### config.mk
export PLATFORM = sky130hd
export DESIGN_NAME = popcount_serial
export DESIGN_NICKNAME = d
export VERILOG_FILES = /design/src/rtl/popcount_pkg.sv /design/src/rtl/popcount_chunk.sv /design/src/rtl/popcount_serial.sv
export SDC_FILE = /design/constraint.sdc
export NUM_CORES = 1
export LEC_CHECK = 0
export CAP_MARGIN = 25
export CORE_UTILIZATION = 50
export DETAILED_ROUTE_END_ITERATION = 8
export PLACE_DENSITY = 0.86
export SLEW_MARGIN = 20
export SYNTH_ARGS = -nofsm -noshare
export SYNTH_HDL_FRONTEND = slang
export SYNTH_SLANG_ARGS = --single-unit
### constraint.sdc
create_clock -name clk -period 7.9 [get_ports clk]
set_clock_uncertainty 0.05 [all_clocks]
set_input_delay 2.37 -clock clk [delete_from_list [all_inputs] [get_ports clk]]
set_output_delay 2.37 -clock clk [all_outputs]
set_load 0.01 [all_outputs]
### src/rtl/popcount_pkg.sv
// popcount_pkg: shared sizing helpers and FSM state type for popcount_serial.
package popcount_pkg;
    typedef enum logic [1:0] {IDLE, ACC, DONE} state_t;
    function automatic int ow_f(input int w);
        return $clog2(w + 1);
    endfunction
    function automatic int nchunk_f(input int w, input int c);
        return (w + c - 1) / c;
    endfunction
endpackage

### src/rtl/popcount_chunk.sv
// popcount_chunk: exact combinational popcount of CHUNK bits as a binary adder tree.
module popcount_chunk #(
    parameter int CHUNK = 9,
    parameter int CW = $clog2(CHUNK + 1)
) (
    input  logic [CHUNK-1:0] bits_i,
    output logic [CW-1:0]    count_o
);
    localparam int P = 2 ** $clog2(CHUNK);
    // Heap-ordered tree: node[1] is the root, leaves sit at node[P..2P-1].
    logic [CW-1:0] node [1:2*P-1];
    for (genvar i = 0; i < P; i++) begin : g_leaf
        if (i < CHUNK) begin : g_bit
            assign node[P+i] = CW'(bits_i[i]);
        end else begin : g_pad
            assign node[P+i] = '0;
        end
    end
    for (genvar n = 1; n < P; n++) begin : g_sum
        assign node[n] = node[2*n] + node[2*n+1];
    end
    assign count_o = node[1];
endmodule

### src/rtl/popcount_serial.sv
// popcount_serial: multi-cycle chunked popcount with optional LSB truncation and threshold fire bit.
module popcount_serial
    import popcount_pkg::*;
#(
    parameter int WIDTH = 27,
    parameter int CHUNK = 9,
    parameter int DROP_LSBS = 1
) (
    input  logic                      clk,
    input  logic                      rst_n,
    input  logic                      in_valid,
    output logic                      in_ready,
    input  logic [WIDTH-1:0]          input_a,
    input  logic [ow_f(WIDTH)-1:0]    thr,
    input  logic                      approx_en,
    output logic                      out_valid,
    input  logic                      out_ready,
    output logic [ow_f(WIDTH)-1:0]    out_count,
    output logic                      out_fire
);
    localparam int OW = ow_f(WIDTH);
    localparam int NCHUNK = nchunk_f(WIDTH, CHUNK);
    localparam int PW = NCHUNK * CHUNK;
    localparam int CW = $clog2(CHUNK + 1);
    localparam int IW = NCHUNK > 1 ? $clog2(NCHUNK) : 1;
    localparam logic [OW-1:0] MASK = ~((OW'(1) << DROP_LSBS) - OW'(1));

    state_t state_q, state_d;
    logic [PW-1:0] vec_q, vec_d;
    logic [OW-1:0] thr_q, thr_d, acc_q, acc_d, count_q, count_d;
    logic [IW-1:0] idx_q, idx_d;
    logic apx_q, apx_d, fire_q, fire_d;
    logic [CHUNK-1:0] chunk;
    logic [CW-1:0] pc;
    logic [OW-1:0] sum, res;

    assign chunk = CHUNK'(vec_q >> (int'(idx_q) * CHUNK));

    popcount_chunk #(.CHUNK(CHUNK), .CW(CW)) u_chunk (.bits_i(chunk), .count_o(pc));

    assign sum = acc_q + OW'(pc);
    assign res = apx_q ? (sum & MASK) : sum;

    always_comb begin
        state_d = state_q;
        vec_d = vec_q;
        thr_d = thr_q;
        apx_d = apx_q;
        acc_d = acc_q;
        idx_d = idx_q;
        count_d = count_q;
        fire_d = fire_q;
        case (state_q)
            IDLE: if (in_valid) begin
                state_d = ACC;
                vec_d = PW'(input_a);
                thr_d = thr;
                apx_d = approx_en;
                acc_d = '0;
                idx_d = '0;
            end
            ACC: begin
                acc_d = sum;
                idx_d = idx_q + 1'b1;
                // Result registers load on the final chunk so DONE presents them directly.
                if (idx_q == IW'(NCHUNK - 1)) begin
                    state_d = DONE;
                    count_d = res;
                    fire_d = res >= thr_q;
                end
            end
            DONE: if (out_ready) state_d = IDLE;
            default: state_d = IDLE;
        endcase
    end

    always_ff @(posedge clk or negedge rst_n) begin
        if (!rst_n) begin
            state_q <= IDLE;
            vec_q <= '0;
            thr_q <= '0;
            apx_q <= 1'b0;
            acc_q <= '0;
            idx_q <= '0;
            count_q <= '0;
            fire_q <= 1'b0;
        end else begin
            state_q <= state_d;
            vec_q <= vec_d;
            thr_q <= thr_d;
            apx_q <= apx_d;
            acc_q <= acc_d;
            idx_q <= idx_d;
            count_q <= count_d;
            fire_q <= fire_d;
        end
    end

    assign in_ready = state_q == IDLE;
    assign out_valid = state_q == DONE;
    assign out_count = count_q;
    assign out_fire = fire_q;
endmodule

-- Yosys cells after proc, flatten, opt, wreduce, memory -nomap -nowiden
Cells that the tools add are included.
- input port bits: 37
- output and inout port bits: 8
- bits in registers: 48
- word-level logic and storage cells: 42
- shift operators: 1
- multipliers: 1
- multiplexer cells: 9
- eq/ne operators: 6
- reductions and logical operators: 6
- $add $sub $neg: 10
- order comparisons: 1
- operator list (operator ; count):
    $shr 27x6->9 ; 1
    $pmux 5 s2 ; 1
    $add 1x1->2 ; 4
    $mux 2 ; 4
    $add 2x2->3 ; 2
    $mul 2x4->6 const B ; 1
    $pmux 2 s3 ; 1
    $reduce_and 2->1 ; 3
    $add 5x4->5 ; 1
    $ge 5x5->1 ; 1
    $mux 5 ; 1
    $add 3x3->4 ; 1
    $add 4x1->4 ; 1
    $eq 2x2->1 const B ; 2
    $ne 2x2->1 const B ; 2
    $pmux 2 s2 ; 1
    $reduce_and 3->1 ; 1
    $add 2x1->2 const B ; 1
    $eq 2x1->1 const B ; 1
    $logic_not 2->1 ; 1
    $ne 2x1->1 const B ; 1
    $reduce_bool 2->1 ; 1
    $mux 1 ; 1

-- Depth between registers and ports, before layout
- depth in word-level cells: 9
- mapped depth: 19
- mapped depth without buffers: 18

-- Hierarchy
From an unflattened synthesis, not the netlist that was laid out.
- cell total of the unflattened synthesis: 197
- area total of the unflattened synthesis: 2451.1 um^2
- modules (own cells, without submodules) (module ; sequential area each (um^2) ; area each (um^2) ; times used ; cells an instance):
    popcount_serial ; 1201.2 ; 2269.7 ; 1 ; 182
    popcount_chunk ; 0.0 ; 181.4 ; 1 ; 15

-- Worst setup path before layout
No wires, ideal clock.
- path kind: register to register
- from: register idx_q[0]
- to: register fire_q, in the netlist out_fire
- library setup time: 0.125 ns
- period minus slack after synthesis: 4.431 ns
- path slack: 3.469 ns
- arrival time: 4.256 ns
- required time: 7.725 ns
- stages on the path, launching flop included: 18
- path buffers: 1
- cell sequence: dfrtp_1 > buf_2 > mux2i_1 > nor2_1 > a21oi_1 > fa_1 > inv_1 > fa_1 > fa_1 > ha_1 > fa_1 > a21o_1 > a21oi_2 > xnor2_1 > ha_1 > a21oi_1 > o21ai_0 > mux2_2
- elaborated cells on any way between the ends: 15
- those cells by class: add/sub (9); mul (1); order compare (1); eq/ne (1); shift (1); mux (1); reduce/logical (1)
- RTL lines (item ; RTL line ; source):
    start, declared ; popcount_serial.sv:31 ; logic [IW-1:0] idx_q, idx_d;
    start signal, assigned ; popcount_serial.sv:93 ; idx_q <= idx_d;
    $mul 2x4->6 (*) ; popcount_serial.sv:37 ; assign chunk = CHUNK'(vec_q >> (int'(idx_q) * CHUNK));
    $shr 27x6->9 (*) ; popcount_serial.sv:37 ;
    $add 1x1->2 ; popcount_chunk.sv:20 ; assign node[n] = node[2*n] + node[2*n+1];
    $add 2x2->3 ; popcount_chunk.sv:20 ;
    $add 3x3->4 ; popcount_chunk.sv:20 ;
    $add 4x1->4 (*) ; popcount_chunk.sv:20 ;
    $add 5x4->5 (*) ; popcount_serial.sv:41 ; assign sum = acc_q + OW'(pc);
    net res[4] ; popcount_serial.sv:35 ; logic [OW-1:0] sum, res;
    $ge 5x5->1 (*) ; popcount_serial.sv:69 ; fire_d = res >= thr_q;
    end signal, assigned ; popcount_serial.sv:95 ; fire_q <= fire_d;
    end, declared ; popcount_serial.sv:32 ; logic apx_q, apx_d, fire_q, fire_d;
The timed path passes the listed nets; every way through them passes the cells marked *.
A chain may end at the register's enable or synchronous reset.

-- Worst setup path in the final report
Same ends and word-level chain as after synthesis.

==> flow_summary.html <==
<table>
<tr><th>Metric</th><th>Value</th></tr>
<tr><th colspan="2">Status</th></tr>
<tr><td>Outcome</td><td>finished, final reports clean</td></tr>
<tr><th colspan="2">Worst setup path</th></tr>
<tr><td>Crit end category</td><td>flip-flop</td></tr>
<tr><td>Highest net fanout along the worst path</td><td>13</td></tr>
<tr><td>R2r worst-path depth</td><td>15</td></tr>
<tr><td>Setup CP Type</td><td>flip-flop to flip-flop</td></tr>
<tr><td>Critical path data arrival time</td><td>just over 5000 ps</td></tr>
<tr><td>Critical path startpoint category</td><td>flip-flop</td></tr>
<tr><td>Worst path required time</td><td>8040 ps</td></tr>
<tr><th colspan="2">Timing</th></tr>
<tr><td>Relative slew slack</td><td>60.7%</td></tr>
<tr><td>Sum of negative setup slack</td><td>0 ps</td></tr>
<tr><td>Final critical delay including setup and external delays</td><td>4920 ps</td></tr>
<tr><td>Setup repair after global routing missed its margin</td><td>false</td></tr>
<tr><td>Transition time of the tightest slew-check pin</td><td>around 590 ps</td></tr>
<tr><td>Maximum operating frequency</td><td>0.203 GHz</td></tr>
<tr><td>Final Slew Violations</td><td>0</td></tr>
<tr><td>Count of final hold-check violations</td><td>0</td></tr>
<tr><td>Final setup viols</td><td>0</td></tr>
<tr><td>Post-route clock period utilization</td><td>62.2%</td></tr>
<tr><th colspan="2">Yosys</th></tr>
<tr><td>Post-synthesis net count</td><td>253</td></tr>
<tr><td>Area contributors post-synth</td><td>dfrtp_1, mux2_2, ha_1</td></tr>
<tr><td>Most common cell in the synthesized netlist</td><td>dfrtp_1</td></tr>
<tr><td>Fraction of synthesis flops using an asynchronous set or reset pin</td><td>100%</td></tr>
<tr><td>Flop and latch count out of synthesis</td><td>48</td></tr>
<tr><td>Number of warning messages in the yosys log</td><td>0</td></tr>
<tr><td>Combined area of all synthesized cells</td><td>0.00243 mm^2</td></tr>
<tr><td>Sequential area share after synthesis</td><td>slightly below 50%</td></tr>
<tr><td>Number of enable flip-flop cells after synthesis</td><td>0</td></tr>
<tr><td>List of most frequent post-synthesis cells</td><td>dfrtp_1, mux2_2, inv_1</td></tr>
<tr><td>Flip-flop cell with the highest count after synthesis</td><td>dfrtp_1</td></tr>
<tr><td>Area leader, netlist</td><td>dfrtp_1</td></tr>
<tr><td>Distinct cell type count of the synthesized netlist</td><td>30</td></tr>
<tr><td>Mean post-synth cell area</td><td>12.3 um^2</td></tr>
<tr><td>Share of the synthesized area in the top cell type</td><td>49.5%</td></tr>
<tr><td>Synth Instances</td><td>~200</td></tr>
<tr><th colspan="2">Floorplanning</th></tr>
<tr><td>Die H</td><td>71.7 um</td></tr>
<tr><td>Placeable core area</td><td>0.00450 mm^2</td></tr>
<tr><td>Number of I/O pins</td><td>45</td></tr>
<tr><td>Row Count</td><td>24</td></tr>
<tr><td>Chip Width</td><td>71.7 um</td></tr>
<tr><td>Die ar.</td><td>0.00514 mm^2</td></tr>
<tr><td>Initial Utilization</td><td>53.9%</td></tr>
<tr><th colspan="2">Placement</th></tr>
<tr><td>Final GP Congestion</td><td>just under 0.8</td></tr>
<tr><td>Port Buffer Count</td><td>44</td></tr>
<tr><td>Sum of net half-perimeters after detailed placement</td><td>3140 um</td></tr>
<tr><th colspan="2">Drt</th></tr>
<tr><td>Total vias in the final route</td><td>1567</td></tr>
<tr><td>Overall routed net length</td><td>4290 um</td></tr>
<tr><td>Iteration-0 DRC Markers</td><td>86</td></tr>
<tr><td>Routed wire length per instance</td><td>14.5 um</td></tr>
<tr><td>Vias per cell</td><td>5.29</td></tr>
<tr><td>Post-detailed-route DRC marker count</td><td>0</td></tr>
<tr><td>Drt pass-1 iters</td><td>4</td></tr>
<tr><td>Number of nets with antenna violations after routing</td><td>0</td></tr>
<tr><th colspan="2">Clock tree</th></tr>
<tr><td>Clock latency reported for the late side of the worst-skew pair</td><td>300 ps</td></tr>
<tr><td>Clock input transition at the sequential cells of the worst setup and hold paths</td><td>around 90 ps</td></tr>
<tr><td>Clock tree from TritonCTS</td><td>built</td></tr>
<tr><td>Num CTS Buffers</td><td>5</td></tr>
<tr><td>Number of hold-repair buffers added at the cts stage</td><td>0</td></tr>
<tr><td>Number of H-tree branching levels</td><td>2</td></tr>
<tr><td>CTS Buffer Depth</td><td>2</td></tr>
<tr><td>Total setup buffers inserted after CTS</td><td>0</td></tr>
<tr><td>Cell chosen for the clock root</td><td>clkbuf_8</td></tr>
<tr><td>TritonCTS sink count</td><td>48</td></tr>
<tr><td>Post-cts gate resize count</td><td>0</td></tr>
<tr><th colspan="2">Run</th></tr>
<tr><td>Max-cap violations</td><td>0</td></tr>
<tr><th colspan="2">Min path</th></tr>
<tr><td>Hold/Removal Path Class</td><td>flip-flop to flip-flop</td></tr>
<tr><td>Hold Path Stages</td><td>2</td></tr>
<tr><th colspan="2">Finish</th></tr>
<tr><td>Layout cells sized above 1</td><td>slightly below 20%</td></tr>
<tr><td>Register area</td><td>0.00120 mm^2</td></tr>
<tr><td>Signed area change from the synthesized netlist to the final layout</td><td>24.1%</td></tr>
<tr><td>Total inserted antenna cells</td><td>0</td></tr>
<tr><td>Footprint of the multi-input gates</td><td>0.00112 mm^2</td></tr>
<tr><td>Layout net count</td><td>between 200 and 300</td></tr>
<tr><td>Filler instances</td><td>329</td></tr>
<tr><th colspan="2">GRT</th></tr>
<tr><td>Via count of the first global-routing pass</td><td>around 1600</td></tr>
<tr><td>Initial antenna violation count</td><td>0</td></tr>
<tr><td>First-pass GRT wire length</td><td>~7300 um</td></tr>
<tr><td>GR Overflow Total</td><td>0</td></tr>
<tr><td>Pin count of the biggest net entering global routing</td><td>49</td></tr>
<tr><td>Global-route usage over all layers</td><td>18.7%</td></tr>
</table>
-- area by class of cell --
class | count | share of cell area [%]
tap | 52 | 2.16
inverter | 16 | 1.99
timing repair buffer | 45 | 14.8
sequential | 48 | 39.9
clock buffer | 6 | 2.74
multi-input combinational | 127 | 37.1
clock inverter | 2 | 1.29
-- through the flow --
| stage | utilization [%] | hold WS (ps) | setup WS (ps) | area, um^2 | std cells |
|---|---|---|---|---|---|
| 6_report | 66.9 | 441 | 2980 | 3010 | 296 |
| 5_1_grt | 66.9 | 472 | 2720 | 3010 | 296 |
| 4_1_cts | 66.8 | 438 | 2990 | 3010 | 296 |
| 3_5_place_dp | 64.1 | 419 | 3020 | 2890 | 288 |
| 3_3_place_gp | 64.1 | 418 | 3140 | 2890 | 288 |
| 2_1_floorplan | - | 416 | 3470 | 2430 | 198 |
-- metal layers --
layer,vias up,track usage (%),part of all wire (%)
met5,-,0,0
met4,0,8.06,2.4
met3,9,2.67,3.0
met2,31,29.5,48
met1,762,26.2,47
li1,765,-,-
-- cell families (layout without fill, tap and decap cells) --
group	count (synthesis)	count (layout)	synth area share [%]
adders and majority gates	18	18	11.1
muxes	43	43	19.6
DFF	48	48	49.5
buffers and inverters	23	69	4.69
and+or+nand+nor	30	30	5.98
xor gates and xnor gates	3	3	1.08
AOI/OAI and AO/OA	33	33	8.04
-- state kept, by name, summed over array words and instances (netlist names) --
signal	cells
out_fire	1
state_q	2
out_count	5
vec_q	27
apx_q	1
thr_q	5
acc_q	5
idx_q	2
-- worst max-delay path, stage by stage, from the launching register on --
cell,delay [ps]
dfrtp_1,600
nor2b_1,500
a21oi_1,170
fa_1,550
inv_1,50
fa_1,460
fa_1,490
ha_1,230
fa_1,410
a21o_1,210
a21oi_2,190
xnor2_1,160
ha_1,270
a21oi_1,110
o21ai_0,80
mux2_2,260
-- cells in the final DEF, fill, tap and decap left out --
master	count
fa_1	6
clkdlybuf4s50_1	43
xnor2_1	3
nand3_1	1
clkbuf_8	6
o31ai_1	1
o21bai_1	1
o22ai_1	1
nand2_2	1
a22o_1	3
nor2_1	7
bufinv_16	1
mux2_4	1
buf_4	2
nor2b_1	2
a21oi_1	7
and2b_2	1
ha_1	12
a31oi_1	1
nand2b_1	4
nor3b_4	1
mux2_2	32
inv_1	16
dfrtp_1	48
a21oi_2	1
nand2_1	13
clkinv_4	1
o21ai_0	15
mux2i_1	10
a21o_1	3
-- path summary, 6_finish.rpt --
check	from	endpoint	slack, ps
max	idx_q[0]$_DFFE_PN0P_	out_fire$_DFFE_PN0P_	2980
min	out_count[0]$_DFFE_PN0P_	out_count[0]$_DFFE_PN0P_	440
max reg2reg	idx_q[0]$_DFFE_PN0P_	out_fire$_DFFE_PN0P_	2980
min reg2reg	out_count[0]$_DFFE_PN0P_	out_count[0]$_DFFE_PN0P_	440
max in group asynchronous	rst_n	vec_q[22]$_DFFE_PN0P_	5390
min in group asynchronous	rst_n	thr_q[2]$_DFFE_PN0P_	2010
Power is not shown: default switching activity piles up to over one toggle a cycle in this logic, so the estimate is an artifact.
